==> config.mk <==
export PLATFORM = sky130hd
export DESIGN_NAME = corelet_ctrl
export DESIGN_NICKNAME = d
export VERILOG_FILES = /design/src/rtl/corelet_ctrl.sv
export SDC_FILE = /design/constraint.sdc
export NUM_CORES = 1
export LEC_CHECK = 0
export CAP_MARGIN = 20
export CORE_MARGIN = 2
export CORE_UTILIZATION = 40
export CTS_CLUSTER_DIAMETER = 80
export CTS_CLUSTER_SIZE = 12
export DETAILED_ROUTE_END_ITERATION = 10
export DONT_BUFFER_PORTS = 1
export GPL_TIMING_DRIVEN = 0
export HOLD_SLACK_MARGIN = 0.03
export PLACE_DENSITY_LB_ADDON = 0.12
export SYNTH_ARGS = -nofsm -noshare
export SYNTH_HDL_FRONTEND = slang
export SYNTH_SLANG_ARGS = --single-unit
==> constraint.sdc <==
create_clock -name clk -period 5.4 [get_ports clk]
set_input_delay 0.81 -clock clk [delete_from_list [all_inputs] [get_ports clk]]
set_output_delay 0.81 -clock clk [all_outputs]
set_load 0.05 [all_outputs]
==> src/rtl/corelet_ctrl.sv <==
// Corelet sequencer: streams weights, then activations, into L0 per kernel position and drains the OFIFO into the SFP.
// Defining CORELET_CTRL_PERF_EN adds a 16-bit saturating stall counter output (stall_cnt).
module corelet_ctrl #(
  parameter int col      = 8,
  parameter int row      = 8,
  parameter int len_kij  = 9,
  parameter int len_nij  = 36,
  parameter int l0_depth = 64,
  parameter int addr_bw  = 11,
  parameter int w_base   = 0,
  parameter int a_base   = 1024
) (
  input  logic               clk,
  input  logic               reset,
  input  logic               start,
  input  logic               ofifo_valid,
  input  logic               l0_full,
  output logic               mem_rd,
  output logic [addr_bw-1:0] mem_addr,
  output logic               l0_wr,
  output logic               l0_rd,
  output logic [1:0]         inst_w,
  output logic               ofifo_rd,
  output logic               acc,
  output logic               busy,
  output logic               done,
`ifdef CORELET_CTRL_PERF_EN
  output logic               err,
  output logic [15:0]        stall_cnt
`else
  output logic               err
`endif
);

  localparam int KW   = $clog2(len_kij + 1);
  localparam int CMAX = (col > len_nij) ? ((col > row) ? col : row)
                                        : ((len_nij > row) ? len_nij : row);
  localparam int CW   = $clog2(CMAX + 1);
  localparam int OW   = $clog2(l0_depth + 2);

  localparam logic [CW-1:0] COL_N    = CW'(col);
  localparam logic [CW-1:0] COL_LAST = CW'(col - 1);
  localparam logic [CW-1:0] ROW_LAST = CW'(row - 1);
  localparam logic [CW-1:0] NIJ_N    = CW'(len_nij);
  localparam logic [CW-1:0] NIJ_LAST = CW'(len_nij - 1);
  localparam logic [KW-1:0] KIJ_LAST = KW'(len_kij - 1);
  localparam logic [OW-1:0] DEPTH    = OW'(l0_depth);

  typedef enum logic [2:0] {
    IDLE, WFILL, WLOAD, WFLUSH, EXEC, DRAIN, NEXT, FIN
  } state_e;

  state_e               state_q;
  logic [KW-1:0]        kij_q;
  logic [CW-1:0]        rd_cnt_q;
  logic [CW-1:0]        wr_cnt_q;
  logic [CW-1:0]        pop_cnt_q;
  logic [OW-1:0]        occ_q;
  logic                 mem_rd_q;
  logic [addr_bw-1:0]   mem_addr_q;
  logic                 l0_wr_q;
  logic                 l0_rd_q;
  logic [1:0]           inst_w_q;
  logic                 busy_q;
  logic                 done_q;
  logic                 err_q;

  logic [OW-1:0]        occ_d;
  logic                 credit_ok;
  logic                 rd_want;
  logic                 rd_go;
  logic [addr_bw-1:0]   rd_addr;
  logic                 pop_want;
  logic                 pop_go;
  logic                 ofifo_pop;

  // Occupancy as it will stand next cycle; a read issued now lands one cycle
  // after the one already in flight, so both count against the credit.
  always_comb begin
    occ_d     = occ_q + OW'(l0_wr_q) - OW'(l0_rd_q);
    credit_ok = (occ_d + OW'(mem_rd_q)) < DEPTH;
    rd_want   = 1'b0;
    rd_addr   = '0;
    pop_want  = 1'b0;
    case (state_q)
      WFILL: begin
        rd_want = rd_cnt_q < COL_N;
        rd_addr = addr_bw'(w_base) + addr_bw'(kij_q) * addr_bw'(col) + addr_bw'(rd_cnt_q);
      end
      WLOAD: pop_want = pop_cnt_q < COL_N;
      EXEC: begin
        rd_want  = rd_cnt_q < NIJ_N;
        rd_addr  = addr_bw'(a_base) + addr_bw'(rd_cnt_q);
        pop_want = pop_cnt_q < NIJ_N;
      end
      default: ;
    endcase
    rd_go     = rd_want && credit_ok;
    pop_go    = pop_want && (occ_d != '0);
    ofifo_pop = (state_q == DRAIN) && ofifo_valid && (pop_cnt_q < NIJ_N);
  end

  always_ff @(posedge clk or posedge reset) begin
    if (reset) begin
      state_q    <= IDLE;
      kij_q      <= '0;
      rd_cnt_q   <= '0;
      wr_cnt_q   <= '0;
      pop_cnt_q  <= '0;
      occ_q      <= '0;
      mem_rd_q   <= 1'b0;
      mem_addr_q <= '0;
      l0_wr_q    <= 1'b0;
      l0_rd_q    <= 1'b0;
      inst_w_q   <= 2'b00;
      busy_q     <= 1'b0;
      done_q     <= 1'b0;
      err_q      <= 1'b0;
    end else begin
      mem_rd_q <= 1'b0;
      l0_wr_q  <= mem_rd_q;
      l0_rd_q  <= 1'b0;
      inst_w_q <= 2'b00;
      done_q   <= 1'b0;
      occ_q    <= occ_d;
      err_q    <= err_q | (l0_full & l0_wr_q);
      if (l0_wr_q) wr_cnt_q <= wr_cnt_q + 1'b1;

      case (state_q)
        IDLE: begin
          if (start) begin
            state_q   <= WFILL;
            busy_q    <= 1'b1;
            kij_q     <= '0;
            rd_cnt_q  <= '0;
            wr_cnt_q  <= '0;
            pop_cnt_q <= '0;
          end
        end
        WFILL: begin
          if (rd_go) begin
            mem_rd_q   <= 1'b1;
            mem_addr_q <= rd_addr;
            rd_cnt_q   <= rd_cnt_q + 1'b1;
          end
          if (l0_wr_q && (wr_cnt_q == COL_LAST)) begin
            state_q   <= WLOAD;
            pop_cnt_q <= '0;
          end
        end
        WLOAD: begin
          if (pop_go) begin
            l0_rd_q   <= 1'b1;
            inst_w_q  <= 2'b01;
            pop_cnt_q <= pop_cnt_q + 1'b1;
          end
          if (pop_cnt_q == COL_N) begin
            state_q   <= WFLUSH;
            pop_cnt_q <= '0;
          end
        end
        WFLUSH: begin
          pop_cnt_q <= pop_cnt_q + 1'b1;
          if (pop_cnt_q == ROW_LAST) begin
            state_q   <= EXEC;
            rd_cnt_q  <= '0;
            wr_cnt_q  <= '0;
            pop_cnt_q <= '0;
          end
        end
        EXEC: begin
          if (rd_go) begin
            mem_rd_q   <= 1'b1;
            mem_addr_q <= rd_addr;
            rd_cnt_q   <= rd_cnt_q + 1'b1;
          end
          if (pop_go) begin
            l0_rd_q   <= 1'b1;
            inst_w_q  <= 2'b10;
            pop_cnt_q <= pop_cnt_q + 1'b1;
          end
          if (pop_cnt_q == NIJ_N) begin
            state_q   <= DRAIN;
            pop_cnt_q <= '0;
          end
        end
        DRAIN: begin
          if (ofifo_pop) begin
            pop_cnt_q <= pop_cnt_q + 1'b1;
            if (pop_cnt_q == NIJ_LAST) state_q <= NEXT;
          end
        end
        NEXT: begin
          if (kij_q == KIJ_LAST) begin
            state_q <= FIN;
            busy_q  <= 1'b0;
            done_q  <= 1'b1;
          end else begin
            kij_q     <= kij_q + 1'b1;
            state_q   <= WFILL;
            rd_cnt_q  <= '0;
            wr_cnt_q  <= '0;
            pop_cnt_q <= '0;
          end
        end
        FIN: state_q <= IDLE;
        default: state_q <= IDLE;
      endcase
    end
  end

  // OFIFO pop must follow ofifo_valid in the same cycle, so it stays combinational.
  assign ofifo_rd = ofifo_pop;
  assign acc      = ofifo_pop && (kij_q != '0);
  assign mem_rd   = mem_rd_q;
  assign mem_addr = mem_addr_q;
  assign l0_wr    = l0_wr_q;
  assign l0_rd    = l0_rd_q;
  assign inst_w   = inst_w_q;
  assign busy     = busy_q;
  assign done     = done_q;
  assign err      = err_q;

`ifdef CORELET_CTRL_PERF_EN
  logic [15:0] stall_q;

  always_ff @(posedge clk or posedge reset) begin
    if (reset) begin
      stall_q <= '0;
    end else if ((state_q == IDLE) && start) begin
      stall_q <= '0;
    end else if (((rd_want && !credit_ok) || ((state_q == DRAIN) && !ofifo_valid))
                 && (stall_q != 16'hFFFF)) begin
      stall_q <= stall_q + 16'd1;
    end
  end

  assign stall_cnt = stall_q;
`endif

endmodule

Word-level counts from Yosys, hierarchy flattened
Cells that the tools add are included.
Cells by class
  $add $sub $neg: 9
  multipliers: 0
  divide/modulo/power cells: 0
  order comparisons: 5
  equal/unequal tests: 23
  shift-type cells: 0
  multiplexer cells: 44
  bitwise operators: 2
  reduce and logical (&&, ||, !) cells: 20
Operators with widths (number)
  $mux 6: 14
  $pmux 6 s7: 1
  $mux 3: 8
  $pmux 3 s8: 1
  $pmux 6 s4: 1
  $add 6x1->6 const B: 3
  $pmux 6 s3: 1
  $ne 2x2->1 const B: 8
  $add 7x1->7: 2
  $reduce_bool 7->1: 2
  $eq 3x3->1 const B: 4
  $eq 6x3->1 const B: 2
  $eq 6x6->1 const B: 2
  $lt 6x4->1 const B: 2
  $lt 6x6->1 const B: 2
  $add 11x6->11 const A: 1
  $mux 11: 1
  $reduce_and 5->1: 2
  $mux 1: 9
  $add 7x6->8: 1
  $mux 4: 2
  $pmux 4 s2: 1
  $reduce_bool 4->1: 2
  $lt 7x7->1 const B: 1
  19 further kinds: 30
Word-level totals
  register bits: 51
  latch bits: 0
  bits in writable memories: 0
  memory bits (read-only): 0
  output and inout port bits: 21
  word-level logic and storage cells: 117
  memories: 0

Longest topological paths before layout
  depth in word-level cells: 7
  mapped depth: 14
  gate-level depth less buffers: 14

Least setup slack after synthesis
Ideal clock, no wire load.
  kind: register to register
  from: register l0_rd_q (netlist: l0_rd)
  to: register rd_cnt_q[5]
  data arrival time: 3.034 ns
  data required time: 5.274 ns
  slack: 2.240 ns
  cell stages (with the launch flop): 13
  clock period less this slack: 3.160 ns
  path through: dfrtp_1 > ha_1 > inv_1 > ha_1 > inv_1 > fa_1 > nand2b_1 > a21oi_1 > xnor2_1 > nor4_2 > mux2_4 > buf_6 > a221o_1
Between the ends
  longest elaborated chain between the ends: 6
Ends and longest elaborated chain
  start, declared: RTL line 62  | logic l0_rd_q;
  start signal, assigned: RTL line 114  | l0_rd_q <= 1'b0;
  start signal, assigned: RTL line 122  | l0_rd_q <= 1'b0;
  start signal, assigned: RTL line 153  | l0_rd_q <= 1'b1;
  $sub 7x1->7: RTL line 80  | occ_d = occ_q + OW'(l0_wr_q) - OW'(l0_rd_q);
  $add 7x1->7: RTL line 81  | credit_ok = (occ_d + OW'(mem_rd_q)) < DEPTH;
  $lt 7x7->1: RTL line 81
  $logic_and 1x1->1: RTL line 98  | rd_go = rd_want && credit_ok;
  $ne 2x1->1 (no source line)
  $reduce_and 5->1 (no source line)
  end signal, assigned: RTL line 144  | rd_cnt_q <= rd_cnt_q + 1'b1;
  end signal, assigned: RTL line 175  | rd_cnt_q <= rd_cnt_q + 1'b1;
  end, declared: RTL line 55  | logic [CW-1:0] rd_cnt_q;
Every way passes these cells.
A chain may end at the register's enable or synchronous reset.

Worst setup path in the final report
  from: register l0_rd_q (netlist: l0_rd)
  to: register pop_cnt_q[0]
Between the ends
  longest elaborated chain between the ends: 6
  elaborated cells between the ends (all ways): 7
  those cells by class: add/sub: 1; mux: 4; reduce/logical: 2
Ends and longest elaborated chain
  $sub 7x1->7 (*): RTL line 80
  net occ_d[4]: RTL line 68  | logic [OW-1:0] occ_d;
  $reduce_bool 7->1 (*): RTL line 99  | pop_go = pop_want && (occ_d != '0);
  $logic_and 1x1->1 (*): RTL line 99
  $mux 6 (*)
  $mux 6 (on tied branches)
  $pmux 6 s7 (*)
  end signal, assigned: RTL line 155  | pop_cnt_q <= pop_cnt_q + 1'b1;
  end signal, assigned: RTL line 163  | pop_cnt_q <= pop_cnt_q + 1'b1;
  end signal, assigned: RTL line 180  | pop_cnt_q <= pop_cnt_q + 1'b1;
  end, declared: RTL line 57  | logic [CW-1:0] pop_cnt_q;
Mark *: on every way through the listed nets, which the timed path passes. The rest lies on a longest branch.

==> out/results.ini <==
[status]
outcome = finished, final reports clean

[run]
cap_viol_max_count = 0

[floorplan]
coreArea_um2 = 7330
die_y_um = 91.5
fp-row-count = 31
dieArea_um2 = 8380
initial_core_util_pct = 41.8
io_pins = 26
die_w_um = 91.5

[global_routing]
grt_pass1_vias = 2158
grt_usage_pct = 16.3
gr-total-overflow = 0
grt_start_max_net_pins = 36
antenna_found_initial = 0
grt_pass1_wl_um = 10900

[place]
placedCellCount = 421
gp_congestion = 0.874
pre_cts_slack_ns = 1.94
port_buffers = 0
dpl_cell_area_um2 = 3220
dp_hpwl_um = 4800

[route]
met2_length_um = 2830
first_pass_iters = 4
wl_per_cell_um = 15.1
route.detailed.drc = 0
routed_via_density = 5.35
ant_nets = 0
routed_wirelength_um = 6470
drt_iter0_drc = 126
vias = 2294
wl_met3_um = 324
drt-met1-wl_um = 3220
highest_layer = met4

[hold_path]
hp-class = primary input to asynchronous set/reset pin

[finish]
utilization_pct = 45.2
fin_cells = 429
num-nets-final = 355
syn_to_final_growth_pct = 8.20
diodes = 0
finalInstanceArea_um2 = 3320
n_fill_cell = 717
drive_gt1_share_pct = 11.2

[clocking]
cts_num_sinks = 49
cts_resized = 0
holdBufCountCts = 0
clk_latency_ns = 0.31
cts_buffers = 5
clkTransAtPathRegs_ns = 0.10
clock_path_buffers = 2
cts_setup_buffers = 0
cts_root_buf = clkbuf_8
htree_levels = 2
cts_tree = yes

[sta]
fmax_mhz = 287
setup_tns_ns = 0
skew_ns = 0.0105
hold_viol = 0
fin_ws_ns = 1.92
holdWs_ns = 0.358
worst_pin_slew_ns = 0.926
fin_crit_sh_pct = 64.4
relSlewSlack_pct = 38.1
setup_viol = 0
min_period_ns = 3.48
rsz0062_at_grt = no
drv_slew = 0

[synth]
syn_avg_cell_area_um2 = 9.61
synth.area.top_cells = dfrtp_1, ha_1, nor2_1
ys_seq_area_share_pct = 40.0
synth_edf_count = 0
yosysTopAreaCell = dfrtp_1
synthFlopType = dfrtp_1
synth.cell_area_um2 = 3070
netlist_top_cells_count = dfrtp_1, nor2_1, inv_1
synth_top_area_share_pct = 40.0
synth_cells = 319
async_reset_ff_share_pct = 100
yosys_warnings = 0
yosysUniqueCellTypes = 65
yosysMostFrequentCell = dfrtp_1
synth_seq_cells = 49

[critical_path]
critical_path_class = flop to flop
worstReg2RegStart = l0_rd$_DFF_PP0_
worstPathRequired_ns = 5.65
arrival_ns = 3.72
r2r_end = pop_cnt_q[0]$_DFFE_PP0P_
r2r_slack_ns = 1.92
crit_fanout = 6
start_kind = flop
r2r.worst_path.cells = 13
cp-end-kind = flop

[power_and_ir_drop]
total_power_mw = 0.621
power_density_nw_per_um2 = 187
ir_worst_vdd_uv = 82.1
p_leak_nw = 1.53

worst max-delay path by stage:
stage / slack [ns] / cells after the start / endpoint / startpoint
5_1_grt: 1.69 / 13 / pop_cnt_q[0]$_DFFE_PP0P_ / l0_rd$_DFF_PP0_
6_report: 1.92 / 13 / pop_cnt_q[0]$_DFFE_PP0P_ / l0_rd$_DFF_PP0_
3_5_place_dp: 1.94 / 13 / pop_cnt_q[0]$_DFFE_PP0P_ / l0_rd$_DFF_PP0_
4_1_cts: 1.89 / 13 / pop_cnt_q[0]$_DFFE_PP0P_ / l0_rd$_DFF_PP0_
3_3_place_gp: 1.98 / 13 / pop_cnt_q[0]$_DFFE_PP0P_ / l0_rd$_DFF_PP0_
2_1_floorplan: 2.24 / 12 / rd_cnt_q[5]$_DFFE_PP0P_ / l0_rd$_DFF_PP0_
registers in the layout, indices dropped and copies added (netlist names):
register / cells
busy: 1
done: 1
wr_cnt_q: 6
l0_wr: 1
state_q: 3
err: 1
kij_q: 4
mem_rd: 1
l0_rd: 1
occ_q: 7
rd_cnt_q: 6
pop_cnt_q: 6
inst_w: 2
mem_addr: 9
cell families after synthesis:
family	Yosys count	synth area share [%]
buffers and inverters	42	5.84
adder cells (fa/ha/maj)	21	9.06
AND/OR/NAND/NOR	109	19.5
multiplexers	10	3.71
XOR/XNOR	15	4.29
other	1	0.122
flip-flops	49	40.0
AO/OA/AOI/OAI	72	17.5
layout make-up:
type	count	area [um^2]	area share, %
Multi-Input combinational cell	229	1660	50.2
Inverter	28	105	3.17
Buffer	14	73.8	2.23
Timing Repair Buffer	2	27.5	0.830
Clock inverter	2	13.8	0.415
Clock buffer	6	82.6	2.49
Tap cell	99	124	3.73
Sequential cell	49	1230	37.0
layer usage:
layer  vias to the layer above  GRT usage (%)
met1                      1083           23.4
met4                         0           4.67
li1                       1150              -
met2                        48           24.3
met5                         -              0
met3                        13           4.07
worst max-delay path: stages (launching register included):
cell,delay (ns)
dfrtp_1,0.65
ha_1,0.31
inv_1,0.05
ha_1,0.16
inv_1,0.06
fa_1,0.39
nand2b_1,0.18
a21oi_1,0.16
xnor2_1,0.17
inv_1,0.12
nor4_4,0.27
a31oi_2,0.25
o31ai_4,0.41
mux2_2,0.22
where the power goes:
| group | total (mW) | internal (mW) | switching, mW |
|---|---|---|---|
| clock network | 0.233 | 0.104 | 0.129 |
| registers | 0.369 | 0.367 | 0.00158 |
| logic | 0.0186 | 0.00487 | 0.0137 |
cell usage in the layout (no fill, tap or decap), drive strengths merged, types with 3 or more instances in the layout:
cell type  count
xnor2          6
nand4          5
or3            7
and3           4
a22o           3
nor2          36
o31ai          5
xor2           9
a21oi         14
a211oi         3
ha            19
o21a           3
nor3b          5
clkinv         3
nand2b         6
a21o           5
nand3          6
mux2           8
clkbuf        13
a41oi          3
buf            9
inv           27
nand2         15
dfrtp         49
nor4           5
and2           4
o21ai         13
a31oi          6
nor3           6
Note: power is estimated with default switching activity, not from simulation.
